--- src/rtl/sr_multi_ctrl.sv ---
// sr_multi_ctrl
//   Drives NCH configuration shift-register chains in parallel from one shared
//   clk_sr/load_sr pair. Each chain is shifted WIDTH bits (plus READ_DELAY
//   padding pulses). The chip readback is captured on each clk_sr falling
//   edge, and dout/mismatch are presented with a one-cycle valid pulse.
//
//   Ports
//     clk_in, rst    system clock, asynchronous active-high reset
//     pulse_in       start request (rising edge; ignored while busy)
//     din            write words, channel c at din[c*WIDTH +: WIDTH]
//     div            clk_sr half-period minus 1, in clk_in cycles
//     data_in        serial readback, one bit per chain
//     clk_sr         shift clock to the chip
//     data_out       serial write data, one bit per chain
//     load_sr        latch strobe to the chip (2 half-periods wide)
//     dout           captured readback words
//     valid          one-cycle pulse; dout/mismatch are updated in this cycle
//     busy           high from operation start until valid
//     mismatch       per-channel readback != written word
//
//   Optional build macro: SR_READBACK_CHECK_EN
//     defined   -> per-channel readback comparator; mismatch registered at valid
//     undefined -> no comparator is built; mismatch is tied to 0
module sr_multi_ctrl #(
    parameter int WIDTH           = 170,
    parameter int NCH             = 2,
    parameter int CNT_WIDTH       = 8,
    parameter int DIV_WIDTH       = 6,
    parameter int SHIFT_DIRECTION = 1,
    parameter int READ_DELAY      = 0
) (
    input  logic                 clk_in,
    input  logic                 rst,
    input  logic                 pulse_in,
    input  logic [NCH*WIDTH-1:0] din,
    input  logic [DIV_WIDTH-1:0] div,
    input  logic [NCH-1:0]       data_in,
    output logic                 clk_sr,
    output logic [NCH-1:0]       data_out,
    output logic                 load_sr,
    output logic [NCH*WIDTH-1:0] dout,
    output logic                 valid,
    output logic                 busy,
    output logic [NCH-1:0]       mismatch
);
    localparam int N = WIDTH + READ_DELAY;

    typedef enum logic [1:0] {IDLE, SHIFT, LOAD, DONE} state_t;
    state_t r_state, w_state_nxt;

    logic                            r_pulse_d;
    logic [DIV_WIDTH-1:0]            r_div;
    // Half-period counter in SHIFT; reused to time the 2H-cycle load window.
    logic [DIV_WIDTH:0]              r_hcnt;
    logic [CNT_WIDTH-1:0]            r_bitcnt;
    logic                            r_clk_sr, r_load_sr, r_valid, r_busy;
    // Transmit shifter: its output end drives data_out directly, and it is
    // zero outside SHIFT, so data_out is glitch-free and 0 when idle.
    logic [NCH-1:0][WIDTH-1:0]       r_tx, r_rx;
    logic [NCH*WIDTH-1:0]            r_dout;
    logic [NCH-1:0][WIDTH-1:0]       w_tx_sh, w_rx_sh;
    logic w_start, w_half, w_fall, w_last, w_load_end, w_keep;

    always_comb begin
        w_start     = pulse_in & ~r_pulse_d;
        w_half      = (r_hcnt == {1'b0, r_div});
        w_fall      = w_half & r_clk_sr;
        w_last      = (r_bitcnt == CNT_WIDTH'(N - 1));
        w_load_end  = (r_hcnt == {r_div, 1'b1});   // 2H-1
        w_state_nxt = r_state;
        case (r_state)
            IDLE:    if (w_start)          w_state_nxt = SHIFT;
            SHIFT:   if (w_fall && w_last) w_state_nxt = LOAD;
            LOAD:    if (w_load_end)       w_state_nxt = DONE;
            default:                       w_state_nxt = IDLE;
        endcase
    end

    // The first READ_DELAY samples are chip latency and are dropped.
    if (READ_DELAY == 0) begin : g_keep_all
        assign w_keep = 1'b1;
    end else begin : g_keep_late
        assign w_keep = (r_bitcnt >= CNT_WIDTH'(READ_DELAY));
    end

    if (SHIFT_DIRECTION != 0) begin : g_msb_first
        always_comb begin
            for (int c = 0; c < NCH; c++) begin
                data_out[c] = r_tx[c][WIDTH-1];
                w_tx_sh[c]  = {r_tx[c][WIDTH-2:0], 1'b0};
                w_rx_sh[c]  = {r_rx[c][WIDTH-2:0], data_in[c]};
            end
        end
    end else begin : g_lsb_first
        always_comb begin
            for (int c = 0; c < NCH; c++) begin
                data_out[c] = r_tx[c][0];
                w_tx_sh[c]  = {1'b0, r_tx[c][WIDTH-1:1]};
                w_rx_sh[c]  = {data_in[c], r_rx[c][WIDTH-1:1]};
            end
        end
    end

    always_ff @(posedge clk_in or posedge rst) begin
        if (rst) begin
            r_state   <= IDLE;
            r_pulse_d <= 1'b0;
            r_div     <= '0;
            r_hcnt    <= '0;
            r_bitcnt  <= '0;
            r_clk_sr  <= 1'b0;
            r_load_sr <= 1'b0;
            r_valid   <= 1'b0;
            r_busy    <= 1'b0;
            r_tx      <= '0;
            r_rx      <= '0;
            r_dout    <= '0;
        end else begin
            r_state   <= w_state_nxt;
            r_pulse_d <= pulse_in;
            r_busy    <= (w_state_nxt == SHIFT) || (w_state_nxt == LOAD);
            r_load_sr <= (w_state_nxt == LOAD);
            r_valid   <= (w_state_nxt == DONE);
            case (r_state)
                IDLE: if (w_start) begin
                    r_tx     <= din;
                    r_div    <= div;
                    r_hcnt   <= '0;
                    r_bitcnt <= '0;
                    r_clk_sr <= 1'b0;
                end
                SHIFT: begin
                    if (w_half) begin
                        r_hcnt   <= '0;
                        r_clk_sr <= ~r_clk_sr;
                        if (r_clk_sr) begin
                            // Falling edge: sample readback, then advance data.
                            r_bitcnt <= r_bitcnt + 1'b1;
                            r_tx     <= w_last ? '0 : w_tx_sh;
                            if (w_keep) r_rx <= w_rx_sh;
                        end
                    end else begin
                        r_hcnt <= r_hcnt + 1'b1;
                    end
                end
                LOAD:    r_hcnt <= r_hcnt + 1'b1;
                default: ;
            endcase
            if (w_state_nxt == DONE) r_dout <= r_rx;
        end
    end

`ifdef SR_READBACK_CHECK_EN
    logic [NCH-1:0][WIDTH-1:0] r_din;
    logic [NCH-1:0]            r_mismatch;

    always_ff @(posedge clk_in or posedge rst) begin
        if (rst) begin
            r_din      <= '0;
            r_mismatch <= '0;
        end else begin
            if (r_state == IDLE && w_start) r_din <= din;
            if (w_state_nxt == DONE)
                for (int c = 0; c < NCH; c++) r_mismatch[c] <= (r_rx[c] != r_din[c]);
        end
    end
    assign mismatch = r_mismatch;
`else
    assign mismatch = '0;
`endif

    assign clk_sr  = r_clk_sr;
    assign load_sr = r_load_sr;
    assign valid   = r_valid;
    assign busy    = r_busy;
    assign dout    = r_dout;
endmodule
--- config.mk ---
export PLATFORM = sky130hd
export DESIGN_NAME = sr_multi_ctrl
export DESIGN_NICKNAME = d
export VERILOG_FILES = /design/src/rtl/sr_multi_ctrl.sv
export SDC_FILE = /design/constraint.sdc
export NUM_CORES = 2
export LEC_CHECK = 0
export ABC_CLOCK_PERIOD_IN_PS = 33900
export BUFFER_PORTS_ARGS = -buffer_cell sky130_fd_sc_hd__buf_2
export CELL_PAD_IN_SITES_DETAIL_PLACEMENT = 0
export CELL_PAD_IN_SITES_GLOBAL_PLACEMENT = 1
export CORE_ASPECT_RATIO = 0.7
export CORE_MARGIN = 10
export CORE_UTILIZATION = 41
export DETAILED_ROUTE_END_ITERATION = 6
export PLACE_DENSITY_LB_ADDON = 0.25
export RECOVER_POWER = 25
export SLEW_MARGIN = 0
export SYNTH_ARGS = -nofsm -noshare
export SYNTH_HDL_FRONTEND = slang
export SYNTH_SLANG_ARGS = --single-unit
--- constraint.sdc ---
create_clock -name clk_in -period 33.9 [get_ports clk_in]
set_input_delay 6.78 -clock clk_in [delete_from_list [all_inputs] [get_ports clk_in]]
set_output_delay 6.78 -clock clk_in [all_outputs]
set_load 0.03 [all_outputs]
==> run_results.csv <==
group,metric,value,unit
final_layout,area_delta_synth_final,16.9,%
cts,cts_tree,"built",
place,place_congestion,0.767,
grt,grtUsageTotal,19.2,%
synth,synth_cell_type_count,58,
critical_path,r2r_slack,19.99,ns
grt,grt_pass1_vias,29900,
final_layout,fillCellCount,9685,
synth,syn_area,43500,um2
grt,grt_max_degree,218,
grt,grt_pass1_wl,185,mm
sta,slew-limit-headroom,-505,%
die,start_util,41.5,%
min_path,min_from,"dout[93]$_DFFE_PP0N_",
cts,holdBufCountCts,0,
cts,clk_pin_slew,0.07,ns
place,place_area,47700,um2
grt,met2_usage,30.5,%
critical_path,reg2reg_depth,9,
place,dp_hpwl,79.0,mm
die,row_count,99,
final_layout,design_area,50900,um2
cts,cts_buffers,100,
final_layout,final_util,48.5,%
power,irDropWorstVdd,66.2,uV
critical_path,rr_startpoint,"r_state[1]$_DFF_PP0_",
final_layout,layout.nets,4436,
run_status,status,"finished with violations",
min_path,hold_depth,1,
routing,route.detailed.vias_per_inst,5.20,
sta,worstMarginPinSlew,9.07,ns
flow_run,maxCapViolations,7,
synth,synth-seq-cells,1048,
die,fp.dieArea,120000,um2
critical_path,startpoint,"r_state[1]$_DFF_PP0_",
sta,fmaxAchievable,0.0719,GHz
synth,synth_ff_type,"dfrtp_1",
cts,post-cts-setup-buffers,0,
routing,first_pass_iters,5,
critical_path,worstPathRequired,34.47,ns
cts,htree_levels,3,
sta,timing_hold_violations_final,0,
critical_path,crit_type,"reg -> reg",
critical_path,r2r_end,"r_rx[174]$_DFFE_PP0P_",
sta,grt_setup_unrepaired,"no",
critical_path,arrival,14.48,ns
die,die_h,293,um
routing,dr_total_vias,29000,
synth,syn_area_per_cell,12.4,um2
synth,async_reset_ff_share,100,%
cts,cts_buffer_depth,3,
die,die_x,409,um
routing,routed_wl,120,mm
grt,antenna_found_initial,34,
grt,grt.met3_usage,6.24,%
power,leakagePower,24.2,nW
synth,syn_inst,3515,
sta,setup_viol,0,
cts,clk_latency,0.70,ns
grt,grt_overflow_total,0,
sta,finalCritPeriodShare,41.0,%
final_layout,drive_gt1_share,37.9,%
run_status,violations,"max-capacitance violations, max-slew violations",
routing,drc,0,
min_path,hp-class,"reg -> reg",
grt,grt-busiest-layer,"met2",
sta,fin_crit,13.91,ns
grt,met1_usage,25.4,%
critical_path,cp-start-kind,"register",
die,coreArea,105000,um2
routing,ant_nets,0,
sta,fin_setup_tns,0,ns
place,port_buffers,696,
cts,ctsResizeCount,0,
power,power_density,63.5,nW/um2
cts,cts.sinks,1048,
cts,cts_root_buffer,"clkbuf_16",
sta,final.setup_skew,0.0482,ns
synth,yosysSeqAreaShare,60.3,%
critical_path,critPathCaptureType,"register",
sta,finalMaxSlewViolations,503,
routing,drtIter0Drc,1829,
min_path,min_to,"dout[93]$_DFFE_PP0N_",
synth,yosysWarnings,0,
die,ios,699,
critical_path,path_max_fanout,156,
routing,wire_per_inst,21.4,um
synth,synth_edf_count,0,
registers in the layout, summed over array words and instances (netlist names):
| signal | count |
|---|---|
| load_sr | 1 |
| r_div | 6 |
| r_bitcnt | 8 |
| r_rx | 340 |
| valid | 1 |
| r_hcnt | 7 |
| clk_sr | 1 |
| busy | 1 |
| data_out | 2 |
| dout | 340 |
| r_tx | 338 |
| r_pulse_d | 1 |
| r_state | 2 |
worst max-delay path: stages (launching register included):
cell and delay (ns):
dfrtp_1 0.40, inv_1 0.12, ha_1 0.78, and3_1 0.27, nand3_1 0.16, nor2_4 0.11
clkbuf_1 6.11, clkbuf_1 2.90, clkbuf_1 2.08, mux2_2 0.48
cell families (layout without fill, tap and decap cells):
kind of cell,count (synthesis),in the layout,synth area share (%)
DFF,1048,1048,60.3
and+or+nand+nor,768,768,9.67
AOI/OAI and AO/OA,707,707,8.34
muxes,687,687,17.8
buffers and inverters,282,923,3.39
xor gates and xnor gates,12,12,0.259
adders and majority gates,10,10,0.288
other,1,12,0.00862
layer usage:
metal | part of all wire (%) | wire length (um) | vias up
li1 | - | - | 13500
met3 | 7.1 | 8530 | 180
met2 | 47 | 56600 | 587
met1 | 43 | 51700 | 14700
met4 | 2.2 | 2680 | 34
met5 | 0.18 | 217 | -
stage by stage:
stage / setup WS (ns) / power, mW / cells / hold WS [ns]
after detailed placement: 21.90 / 2.12 / 5387 / 0.490
after global placement: 22.00 / 2.10 / 5387 / 0.485
after CTS: 22.68 / 3.26 / 5571 / 0.505
final: 19.99 / 3.23 / 5581 / 0.504
after global routing: 18.87 / 3.41 / 5574 / 0.515
after floorplan: 12.67 / 1.99 / 3516 / 0.466
how the worst max path moves through the flow:
stage                                        to  slack [ns]
after CTS                 dout[208]$_DFFE_PP0N_       22.68
after global routing      r_rx[174]$_DFFE_PP0P_       18.87
final                     r_rx[174]$_DFFE_PP0P_       19.99
after global placement    dout[212]$_DFFE_PP0N_       22.00
after detailed placement  dout[208]$_DFFE_PP0N_       21.90
after floorplan                  busy$_DFF_PP0_       12.67
cells in the mapped netlist, types with 5 or more instances:
| cell | count | area [um2] |
|---|---|---|
| a21oi_1 | 676 | 3380 |
| and3_1 | 5 | 31.3 |
| buf_1 | 8 | 30.0 |
| buf_2 | 43 | 215 |
| buf_4 | 51 | 383 |
| buf_6 | 15 | 169 |
| clkbuf_1 | 150 | 563 |
| dfrtp_1 | 1048 | 26200 |
| ha_1 | 10 | 125 |
| inv_1 | 9 | 33.8 |
| mux2_2 | 680 | 7660 |
| mux2i_1 | 7 | 70.1 |
| nand2_1 | 35 | 131 |
| nand2b_1 | 10 | 62.6 |
| nand3_1 | 12 | 60.1 |
| nand4_1 | 5 | 31.3 |
| nor2_1 | 344 | 1290 |
| nor3_1 | 191 | 956 |
| nor3_2 | 148 | 1480 |
| o21ai_0 | 6 | 30.0 |
| xnor2_1 | 8 | 70.1 |
cells in the final DEF, fill, tap and decap left out, types with 3 or more instances in the layout:
cell	count
clkbuf_1	179
nand2_1	35
nor2_1	344
buf_12	7
diode_2	10
nor3_1	191
and3_1	5
clkinv_16	5
nand2b_1	10
dfrtp_1	1048
xnor2_1	8
clkinvlp_4	14
mux2_2	680
clkinv_2	21
nand4_1	5
nor3_2	148
nor4bb_1	3
mux2i_1	7
a21oi_1	676
nand3_1	12
buf_4	20
and4_1	3
buf_2	545
bufinv_16	6
o21ai_0	8
clkbuf_8	13
clkbuf_16	100
inv_1	8
xor2_1	3
ha_1	9
a21o_1	3
power breakdown:
group          switching [mW]  leakage, nW  internal [mW]
clock network           0.512         1.60          0.627
logic                   0.366         9.21          0.196
registers               0.102         13.4           1.43
total                   0.980         24.2           2.25
final cells by class:
type                            instances  area [um2]  share of cell area [%]
Sequential cell                      1048       26200                    51.6
Multi-Input combinational cell       2186       15800                    31.1
Timing Repair Buffer                  730        3610                    7.10
Clock buffer                          134        2760                    5.43
Tap cell                             1414        1770                    3.48
Clock inverter                         50         588                    1.16
Inverter                                9        37.5                  0.0738
Antenna cell                           10        25.0                  0.0492
Power figures use the tool's default switching activity.
